## config.mk

```make
export PLATFORM = sky130hd
export DESIGN_NAME = dezigzag_flat
export DESIGN_NICKNAME = d
export VERILOG_FILES = /design/src/rtl/dezigzag_if.sv /design/src/rtl/dezigzag.sv /design/src/flat_wrapper.sv
export SDC_FILE = /design/constraint.sdc
export NUM_CORES = 1
export LEC_CHECK = 0
export CELL_PAD_IN_SITES_DETAIL_PLACEMENT = 1
export CELL_PAD_IN_SITES_GLOBAL_PLACEMENT = 2
export CORE_MARGIN = 3
export CORE_UTILIZATION = 50
export DETAILED_ROUTE_END_ITERATION = 10
export PLACE_DENSITY_LB_ADDON = 0.2
export SLEW_MARGIN = 20
export SYNTH_ARGS = -nofsm -noshare
export SYNTH_HDL_FRONTEND = slang
export SYNTH_SLANG_ARGS = --single-unit
```

## constraint.sdc

```tcl
create_clock -name clk -period 3.01 [get_ports clk]
set_clock_uncertainty 0.15 [all_clocks]
set_input_delay 0.301 -clock clk [delete_from_list [all_inputs] [get_ports clk]]
set_output_delay 0.301 -clock clk [all_outputs]
set_load 0.005 [all_outputs]
```

## src/rtl/dezigzag_if.sv

```systemverilog
// Stream bundle for the 8x8 de-zigzag block: zigzag-ordered coefficients in,
// raster-ordered coefficients out, each side with a valid/ready handshake.
interface dezigzag_if #(
  parameter int DATA_WIDTH = 10
);
  logic [DATA_WIDTH-1:0] in_data;
  logic                  in_valid;
  logic                  in_ready;
  logic [DATA_WIDTH-1:0] out_data;
  logic [5:0]            out_addr;
  logic                  out_valid;
  logic                  out_ready;
  logic                  out_last;

  modport master (
    output in_data, in_valid, out_ready,
    input  in_ready, out_data, out_addr, out_valid, out_last
  );

  modport slave (
    input  in_data, in_valid, out_ready,
    output in_ready, out_data, out_addr, out_valid, out_last
  );
endinterface

```

## src/rtl/dezigzag.sv

```systemverilog
// Ping-pong 8x8 reorder buffer: a zigzag walker writes one bank while the
// other bank is streamed out in raster order through a registered read port.
module dezigzag #(
  parameter int DATA_WIDTH = 10
) (
  input logic       clk,
  input logic       rst_n,
  dezigzag_if.slave bus
);

  logic [2:0]            x_q, x_d;
  logic [2:0]            y_q, y_d;
  logic                  wr_bank_q, wr_bank_d;
  logic                  rd_bank_q, rd_bank_d;
  logic [1:0]            full_q, full_d;
  logic [5:0]            rd_cnt_q, rd_cnt_d;
  logic                  out_valid_q, out_valid_d;
  logic [DATA_WIDTH-1:0] out_data_q;
  logic [5:0]            out_addr_q, out_addr_d;
  logic                  out_last_q, out_last_d;

  // Bank select is the top address bit; the two banks never collide because a
  // bank is either being filled (not full) or being drained (full).
  logic [DATA_WIDTH-1:0] mem [0:127];

  logic in_ready;
  logic wr_fire;
  logic wr_end;
  logic rd_fire;
  logic rd_end;
  logic dir;

  assign in_ready = !full_q[wr_bank_q];
  assign wr_fire  = bus.in_valid && in_ready;
  assign wr_end   = wr_fire && (x_q == 3'd7) && (y_q == 3'd7);
  assign rd_fire  = full_q[rd_bank_q] && (!out_valid_q || bus.out_ready);
  assign rd_end   = rd_fire && (rd_cnt_q == 6'd63);
  assign dir      = x_q[0] ^ y_q[0];

  // Zigzag walker: even anti-diagonal parity moves up-right, odd moves down-left,
  // bouncing along the block edges.
  always_comb begin
    x_d = x_q;
    y_d = y_q;
    if (wr_end) begin
      x_d = 3'd0;
      y_d = 3'd0;
    end else if (wr_fire) begin
      if (!dir) begin
        if (x_q == 3'd7) begin
          y_d = y_q + 3'd1;
        end else if (y_q == 3'd0) begin
          x_d = x_q + 3'd1;
        end else begin
          x_d = x_q + 3'd1;
          y_d = y_q - 3'd1;
        end
      end else begin
        if (y_q == 3'd7) begin
          x_d = x_q + 3'd1;
        end else if (x_q == 3'd0) begin
          y_d = y_q + 3'd1;
        end else begin
          x_d = x_q - 3'd1;
          y_d = y_q + 3'd1;
        end
      end
    end
  end

  always_comb begin
    wr_bank_d   = wr_bank_q;
    rd_bank_d   = rd_bank_q;
    full_d      = full_q;
    rd_cnt_d    = rd_cnt_q;
    out_valid_d = out_valid_q;
    out_addr_d  = out_addr_q;
    out_last_d  = out_last_q;

    if (wr_end) begin
      full_d[wr_bank_q] = 1'b1;
      wr_bank_d         = !wr_bank_q;
    end
    if (rd_end) begin
      full_d[rd_bank_q] = 1'b0;
      rd_bank_d         = !rd_bank_q;
    end

    if (rd_fire) begin
      rd_cnt_d    = rd_cnt_q + 6'd1;
      out_valid_d = 1'b1;
      out_addr_d  = rd_cnt_q;
      out_last_d  = (rd_cnt_q == 6'd63);
    end else if (bus.out_ready) begin
      out_valid_d = 1'b0;
    end
  end

  always_ff @(posedge clk or negedge rst_n) begin
    if (!rst_n) begin
      x_q         <= 3'd0;
      y_q         <= 3'd0;
      wr_bank_q   <= 1'b0;
      rd_bank_q   <= 1'b0;
      full_q      <= 2'b00;
      rd_cnt_q    <= 6'd0;
      out_valid_q <= 1'b0;
      out_addr_q  <= 6'd0;
      out_last_q  <= 1'b0;
    end else begin
      x_q         <= x_d;
      y_q         <= y_d;
      wr_bank_q   <= wr_bank_d;
      rd_bank_q   <= rd_bank_d;
      full_q      <= full_d;
      rd_cnt_q    <= rd_cnt_d;
      out_valid_q <= out_valid_d;
      out_addr_q  <= out_addr_d;
      out_last_q  <= out_last_d;
    end
  end

  always_ff @(posedge clk) begin
    if (wr_fire) begin
      mem[{wr_bank_q, y_q, x_q}] <= bus.in_data;
    end
  end

  // Read data register doubles as the output register; it only loads on a fire
  // so a stalled element stays put.
  always_ff @(posedge clk or negedge rst_n) begin
    if (!rst_n) begin
      out_data_q <= '0;
    end else if (rd_fire) begin
      out_data_q <= mem[{rd_bank_q, rd_cnt_q}];
    end
  end

  assign bus.in_ready  = in_ready;
  assign bus.out_data  = out_data_q;
  assign bus.out_addr  = out_addr_q;
  assign bus.out_valid = out_valid_q;
  assign bus.out_last  = out_last_q;

endmodule
```

## src/flat_wrapper.sv

```systemverilog
// flat-port wrapper written by rule: the top's interface ports become plain ports
module dezigzag_flat 
#(
  parameter int DATA_WIDTH = 10
)
  (clk, rst_n, bus_in_data, bus_in_valid, bus_out_ready, bus_in_ready, bus_out_data, bus_out_addr, bus_out_valid, bus_out_last);
  dezigzag_if #(.DATA_WIDTH(DATA_WIDTH)) bus_i ();
  input logic clk;
  input logic rst_n;
  input wire logic [$bits(bus_i.in_data)-1:0] bus_in_data;
  input wire logic [$bits(bus_i.in_valid)-1:0] bus_in_valid;
  input wire logic [$bits(bus_i.out_ready)-1:0] bus_out_ready;
  output wire logic [$bits(bus_i.in_ready)-1:0] bus_in_ready;
  output wire logic [$bits(bus_i.out_data)-1:0] bus_out_data;
  output wire logic [$bits(bus_i.out_addr)-1:0] bus_out_addr;
  output wire logic [$bits(bus_i.out_valid)-1:0] bus_out_valid;
  output wire logic [$bits(bus_i.out_last)-1:0] bus_out_last;
  assign bus_i.in_data = bus_in_data;
  assign bus_i.in_valid = bus_in_valid;
  assign bus_i.out_ready = bus_out_ready;
  assign bus_in_ready = bus_i.in_ready;
  assign bus_out_data = bus_i.out_data;
  assign bus_out_addr = bus_i.out_addr;
  assign bus_out_valid = bus_i.out_valid;
  assign bus_out_last = bus_i.out_last;
  dezigzag #(.DATA_WIDTH(DATA_WIDTH)) u_core (.clk(clk), .rst_n(rst_n), .bus(bus_i));
endmodule
```

==> results.cfg, run 1 <==
[run_status]
outcome = finished, final reports clean

[clock_network]
cts_buffers = 137
cts-htree-levels = 4
path_clk_slew_ns = 0.06
clock_sinks = 1314
cts_tree = built
root_buffer = clkbuf_16
clk_latency_ns = 0.75
clock_path_buffers = 3

[route]
vias = 25700
wl_um = 133000
drc = 0
drtIter0Drc = 2897
drtAntennaViolNets = 0
drt-vias-per-instance = 6.16
drt-wirelength-per-cell_um = 31.9
dr.pass1.iters = 5

[timing]
period_minus_slack_ns = 2.95
min_period_over_period = 0.981
slew_viol_final = 0
max_slew_margin = 0.327
finalHoldViolCount = 0
max_freq_mhz = 339
setup_viol = 0
worstMarginPinSlew_ns = 1.01
rsz0062_at_grt = no

[synth]
synth-adder-area-share = 0.00342
synth.largest_area_cell = edfxtp_1
netlist_area_um2 = 51200
syn_inst = 2386
synth_edf_count = 1280
synth_top_flop_cell = edfxtp_1
ys_ff_latch = 1314
synth_xor_area_frac = 0.00171
synth_top_family_by_area = multiplexers
synth_top_area_share = 0.751
postSynthAreaPerCell_um2 = 21.5
synthMuxAreaShare = 0.162
synth-compound-area-share = 0.0232
async_flop_share = 0.0259
yosysSeqAreaShare = 0.767
ys_top_cells_by_area = edfxtp_1 (75%), mux4_2 (14%), mux2i_1 (1.8%)
yosys-top-cells-count = edfxtp_1 (1280), mux4_2 (311), nor2_1 (155), mux2i_1 (93), a22oi_1 (49)
synth_simple_gate_area_frac = 0.0276
ys_types = 45
yosysWarnings = 0
synth_fp_nets = 2414
synth_most_common_cell = edfxtp_1

[floorplanning]
coreArea_um2 = 101000
initial_utilization = 0.508
num_io_pins = 33
die_x_um = 326
dieArea_um2 = 106000
die_h_um = 326
rows = 116

[power]
peakVddDrop_mv = 0.589
p_leak_nw = 19.2
power_density_nw_per_um2 = 867

[finish]
nets = 2743
regArea_um2 = 39300
instances_no_fill = 4175
syn_to_final_growth_pct = 16.3
multi_input_area_um2 = 11200
fillCellCount = 8397
post-route-util = 0.590
drive_gt1_frac = 0.293

[worst_hold_path]
hold_class = input pin to register

[worst_setup_path]
path_class = register to register
endpoint_kind = register
path_max_fanout = 21
cp-start-kind = register
slowest_delay_ns = 0.55
critical_path_required_ns = 3.49
critPathSlowestCell = mux4_2
critPathMostFrequentCell = buf_12
cp_cell_sequence = buf_12, buf_12, buf_4, mux4_2, mux2i_1, o221ai_1, o32a_1
arrival_ns = 3.43

[global_routing]
grt.total_usage = 0.254
grt_pass1_vias = 27300
grt_pass1_wl_um = 194000
gr-total-overflow = 0
grt_max_degree = 89
antenna_found_initial = 5

[run]
cap_violations = 0

[placed_design]
placed_cells_incl_taps = 3919
routabilityCongestion = 0.793
port_buffers = 32
place_hpwl_um = 82200
==> registers in the layout (all words and copies together) (netlist names), 2 cells and up <==
signal and count:
u_core.y_q 3, u_core.x_q 3, u_core.full_q 2, u_core.rd_cnt_q 6
u_core.bus.out_data 10, u_core.bus.out_addr 6, u_core.mem 1280
==> cells by family after synthesis <==
| group | count (synthesis) |
|---|---|
| muxes | 436 |
| adders and majority gates | 14 |
| AOI/OAI and AO/OA | 161 |
| buffers and inverters | 134 |
| DFF | 1314 |
| and+or+nand+nor | 317 |
| xor gates and xnor gates | 10 |
==> stage by stage <==
| stage | hold slack (ns) | power [mW] | setup TNS (ns) | area, um^2 | setup WS, ns |
|---|---|---|---|---|---|
| final | 0.00724 | 51.6 | 0 | 59500 | 0.0584 |
| after global routing | 0.0295 | 53.5 | 0 | 59500 | 0.0134 |
| after CTS | 0.0128 | 51.9 | 0 | 59400 | 0.000514 |
| after detailed placement | 0.349 | 35.4 | -0.0492 | 55000 | -0.0492 |
| after global placement | 0.345 | 35.0 | -0.00603 | 55000 | -0.00603 |
| after floorplan | -0.145 | 30.1 | 0 | 51200 | 0.434 |
==> power by group <==
| group | internal, mW | switching [mW] |
|---|---|---|
| clock network | 9.46 | 6.90 |
| registers | 20.6 | 0.516 |
| logic | 6.67 | 7.47 |
==> cell type report <==
cell class	count	share of cell area
diodes	1	0.0000420
clock buffers	172	0.0621
clock inverters	69	0.00980
inverters	7	0.000442
multi-input cells	938	0.188
flip-flops and latches	1314	0.660
well taps	1357	0.0285
repair buffers	317	0.0509
==> critical path: cells and delay by family (launching register included) <==
kind | cells | cell delay, ns
mux | 2 | 0.76
flops | 1 | 0.45
buf+inv | 3 | 0.74
compound gates | 2 | 0.71
==> final timing paths <==
check | endpoint | slack, ns | cells after the start | from
max in group asynchronous | u_core.rd_cnt_q[0] | 1.85 | 2 | rst_n
max reg2reg | u_core.bus.out_data[0] | 0.06 | 7 | u_core.rd_cnt_q[0]
max | u_core.bus.out_data[0] | 0.06 | 7 | u_core.rd_cnt_q[0]
min | u_core.mem[108][1] | 0.007 | 1 | bus_in_data[1]
min in group asynchronous | u_core.bus.out_addr[4] | 0.09 | 2 | rst_n
min reg2reg | u_core.bus.out_addr[1] | 0.36 | 1 | u_core.bus.out_addr[1]
==> what timing repair did <==
action,4_1_cts,5_1_grt
hold endpoints to repair,274,0
hold buffers,9,0
cloned,1,1
resized for setup,4,2
endpoints found under the setup margin,1,8
buffers inserted,0,3
==> layout by cell type (no fill, tap or decap), types with 10 or more instances in the layout <==
| cell type | netlist | final |
|---|---|---|
| mux2i_1 | 93 | 93 |
| dfrtp_1 | 34 | 29 |
| o32a_1 | 13 | 13 |
| buf_12 | 0 | 39 |
| edfxtp_1 | 1280 | 1280 |
| a22oi_1 | 49 | 49 |
| ha_1 | 14 | 14 |
| o22ai_1 | 20 | 20 |
| clkdlybuf4s50_1 | 0 | 21 |
| nor2b_1 | 39 | 39 |
| clkbuf_16 | 0 | 144 |
| nor2_1 | 155 | 154 |
| nand2b_1 | 10 | 10 |
| clkbuf_1 | 47 | 28 |
| clkinv_1 | 0 | 28 |
| buf_4 | 22 | 242 |
| nand2_1 | 47 | 47 |
| nor3_1 | 20 | 18 |
| a211oi_1 | 18 | 17 |
| clkinv_2 | 0 | 18 |
| mux4_2 | 311 | 311 |
| nand3_1 | 34 | 34 |
| a21oi_1 | 14 | 14 |
| mux2_2 | 32 | 32 |
==> routing by layer <==
layer / vias up / GRT usage / part of all wire / wire [um]
met4: 8 / 0.0786 / 0.027 / 3640
met2: 994 / 0.399 / 0.48 / 64200
li1: 10600 / - / - / -
met3: 218 / 0.0713 / 0.082 / 10900
met1: 13900 / 0.351 / 0.41 / 54600
met5: - / 0 / 0.00043 / 58
Note: power is estimated with default switching activity, not from simulation.
==> run 2, diff against run 1 <==
--- a/config.mk
+++ b/config.mk
@@ -8,7 +8,7 @@
 export CELL_PAD_IN_SITES_DETAIL_PLACEMENT = 1
 export CELL_PAD_IN_SITES_GLOBAL_PLACEMENT = 2
 export CORE_MARGIN = 3
-export CORE_UTILIZATION = 50
+export CORE_UTILIZATION = 45
 export DETAILED_ROUTE_END_ITERATION = 10
 export PLACE_DENSITY_LB_ADDON = 0.2
 export SLEW_MARGIN = 20
==> constraint.sdc (replaced) <==
create_clock -name clk -period 3.01 [get_ports clk]
set_clock_uncertainty 0.15 [all_clocks]
set_input_delay 0.301 -clock clk [delete_from_list [all_inputs] [get_ports clk]]
set_output_delay 0.301 -clock clk [all_outputs]
set_load 0.05 [all_outputs]
==> run 2 against run 1 <==
Compared with the run above: via count decreased by 1.7%; final cell count is 4.2% higher; cell area is 1.1% higher; worst setup slack got worse by 0.0095 ns; maximum frequency shrank 0.32%; largest cell class unchanged.
==> results.cfg, run 2 (same netlist as run 1, synthesis figures left out) <==
[route]
highest_layer = met5
dr.pass1.iters = 5
drc = 0
drt-vias-per-instance = 5.81
wl_um = 133000
drtIter0Drc = 2486
drtAntennaViolNets = 0
dr_wl_met3_um = 6980
drt-wirelength-per-cell_um = 30.6
vias = 25300
wl_met2_um = 65700
met1Wirelength_um = 57600

[floorplanning]
die_x_um = 343
die_h_um = 343
dieArea_um2 = 118000
initial_utilization = 0.454
num_io_pins = 33
rows = 123
coreArea_um2 = 113000

[worst_setup_path]
endpoint = bus_in_ready
startpoint = u_core.wr_bank_q
path_depth = 3
critPathSlowestCell = clkdlybuf4s50_1
arrival_ns = 2.51
cp_cell_sequence = mux2i_2, buf_4, clkdlybuf4s50_1
r2r-end = u_core.bus.out_data[1]
critical_path_required_ns = 2.56
cp_num_buf_inv = 2
reg2reg_depth = 6
endpoint_kind = primary output
cp-start-kind = register
slowest_delay_ns = 0.83
path_class = register to primary output
worst_r2r_startpoint = u_core.rd_cnt_q[2]
rrSetupSlack_ns = 0.09
crit_family = buffers and inverters
path_max_fanout = 2

[finish]
largest_reg_flops = 1280
final_common_cell = edfxtp_1
final_cell_area_um2 = 60200
post-route-util = 0.534
nets = 2771
layout_common_cells = edfxtp_1 (1280), mux4_2 (311), buf_4 (273)
syn_to_final_growth_pct = 17.5
drive_gt1_frac = 0.301
max_flop_register = u_core.mem
instances_no_fill = 4349

[timing]
slew_viol_final = 0
setup_viol = 0
finalHoldViolCount = 0
rsz0062_at_grt = yes
max_slew_margin = 0.339
whs_ns = 0.00660
period_minus_slack_ns = 2.96
max_freq_mhz = 338
worstMarginPinSlew_ns = 0.991
min_period_over_period = 0.984

[power]
peakVddDrop_mv = 0.724
p_leak_nw = 19.4
power_density_nw_per_um2 = 878
p_total_mw = 52.8

[worst_hold_path]
hold_class = input pin to register
min_from = bus_in_data[1]

[global_routing]
grt_max_degree = 129
grt_pass1_vias = 26900
grt.total_usage = 0.229
antenna_found_initial = 4
grt_pass1_wl_um = 193000
gr-total-overflow = 0

[clock_network]
clock_sinks = 1314
cts-htree-levels = 4
cts_tree = built
cts_buffers = 139
clock_path_buffers = 3
path_clk_slew_ns = 0.06
clk_latency_ns = 0.73
root_buffer = clkbuf_16
post_cts_buffers = 0

[placed_design]
routabilityCongestion = 0.817
port_buffers = 32
place_hpwl_um = 84600
placed_cells_incl_taps = 4093
post_dp_cell_area_um2 = 55400

[run_status]
outcome = finished, final reports clean

[run]
cap_violations = 0
-- run 2: cell types whose count changed in the layout (fill, tap and decap cells not counted), moves of 6 or more --
cell,before,now
buf_4,242,273
bufinv_16,9,17
clkinv_2,18,11
inv_6,9,2
clkbuf_1,28,34
-- run 2: worst min-delay path by stage --
stage	end	slack, ns	depth (start not counted)
CTS	u_core.bus.out_addr[0]	0.02	2
detailed placement	u_core.bus.out_addr[0]	0.29	1
floorplan	u_core.bus.out_addr[0]	-0.14	0
finish	u_core.mem[100][1]	0.007	1
global placement	u_core.bus.out_addr[0]	0.31	1
global route	u_core.mem[102][1]	0.03	1
-- run 2: routing by layer --
| layer | vias up | GRT usage |
|---|---|---|
| met4 | 2 | 0.0586 |
| li1 | 10600 | - |
| met1 | 13700 | 0.328 |
| met3 | 170 | 0.0378 |
| met2 | 707 | 0.371 |
| met5 | - | 0 |
-- run 2: area by class of cell --
type                       instances  area, um^2
antenna                            2        5.00
timing repair buffer             343        3150
clock buffer                     184        3850
inverter                           7        26.3
fill                            9905       52500
tap                             1500        1880
sequential                      1314       39300
clock inverter                    61         761
multi-input combinational        938       11200
-- run 2: power by group --
part | total, mW | switching (mW) | leakage, nW | internal [mW]
combinational | 14.5 | 7.75 | 5.27 | 6.72
clock | 17.2 | 6.82 | 2.23 | 10.4
sequential | 21.1 | 0.510 | 11.9 | 20.6
total | 52.8 | 15.1 | 19.4 | 37.7
-- run 2: per-stage QoR --
step | TNS [ns] | worst slack, ns
2_1_floorplan | 0 | 0.0597
3_3_place_gp | -0.0670 | -0.0586
3_5_place_dp | -0.0694 | -0.0552
4_1_cts | 0 | 0.000480
5_1_grt | -0.00241 | -0.00241
6_report | 0 | 0.0490
-- run 2: what timing repair did --
item	4_1_cts	5_1_grt
pin swaps	0	0
setup endpoints to repair	3	4
endpoints found under the hold margin	221	0
gates cloned	0	1
hold buffers	8	0
gates resized for setup	3	6
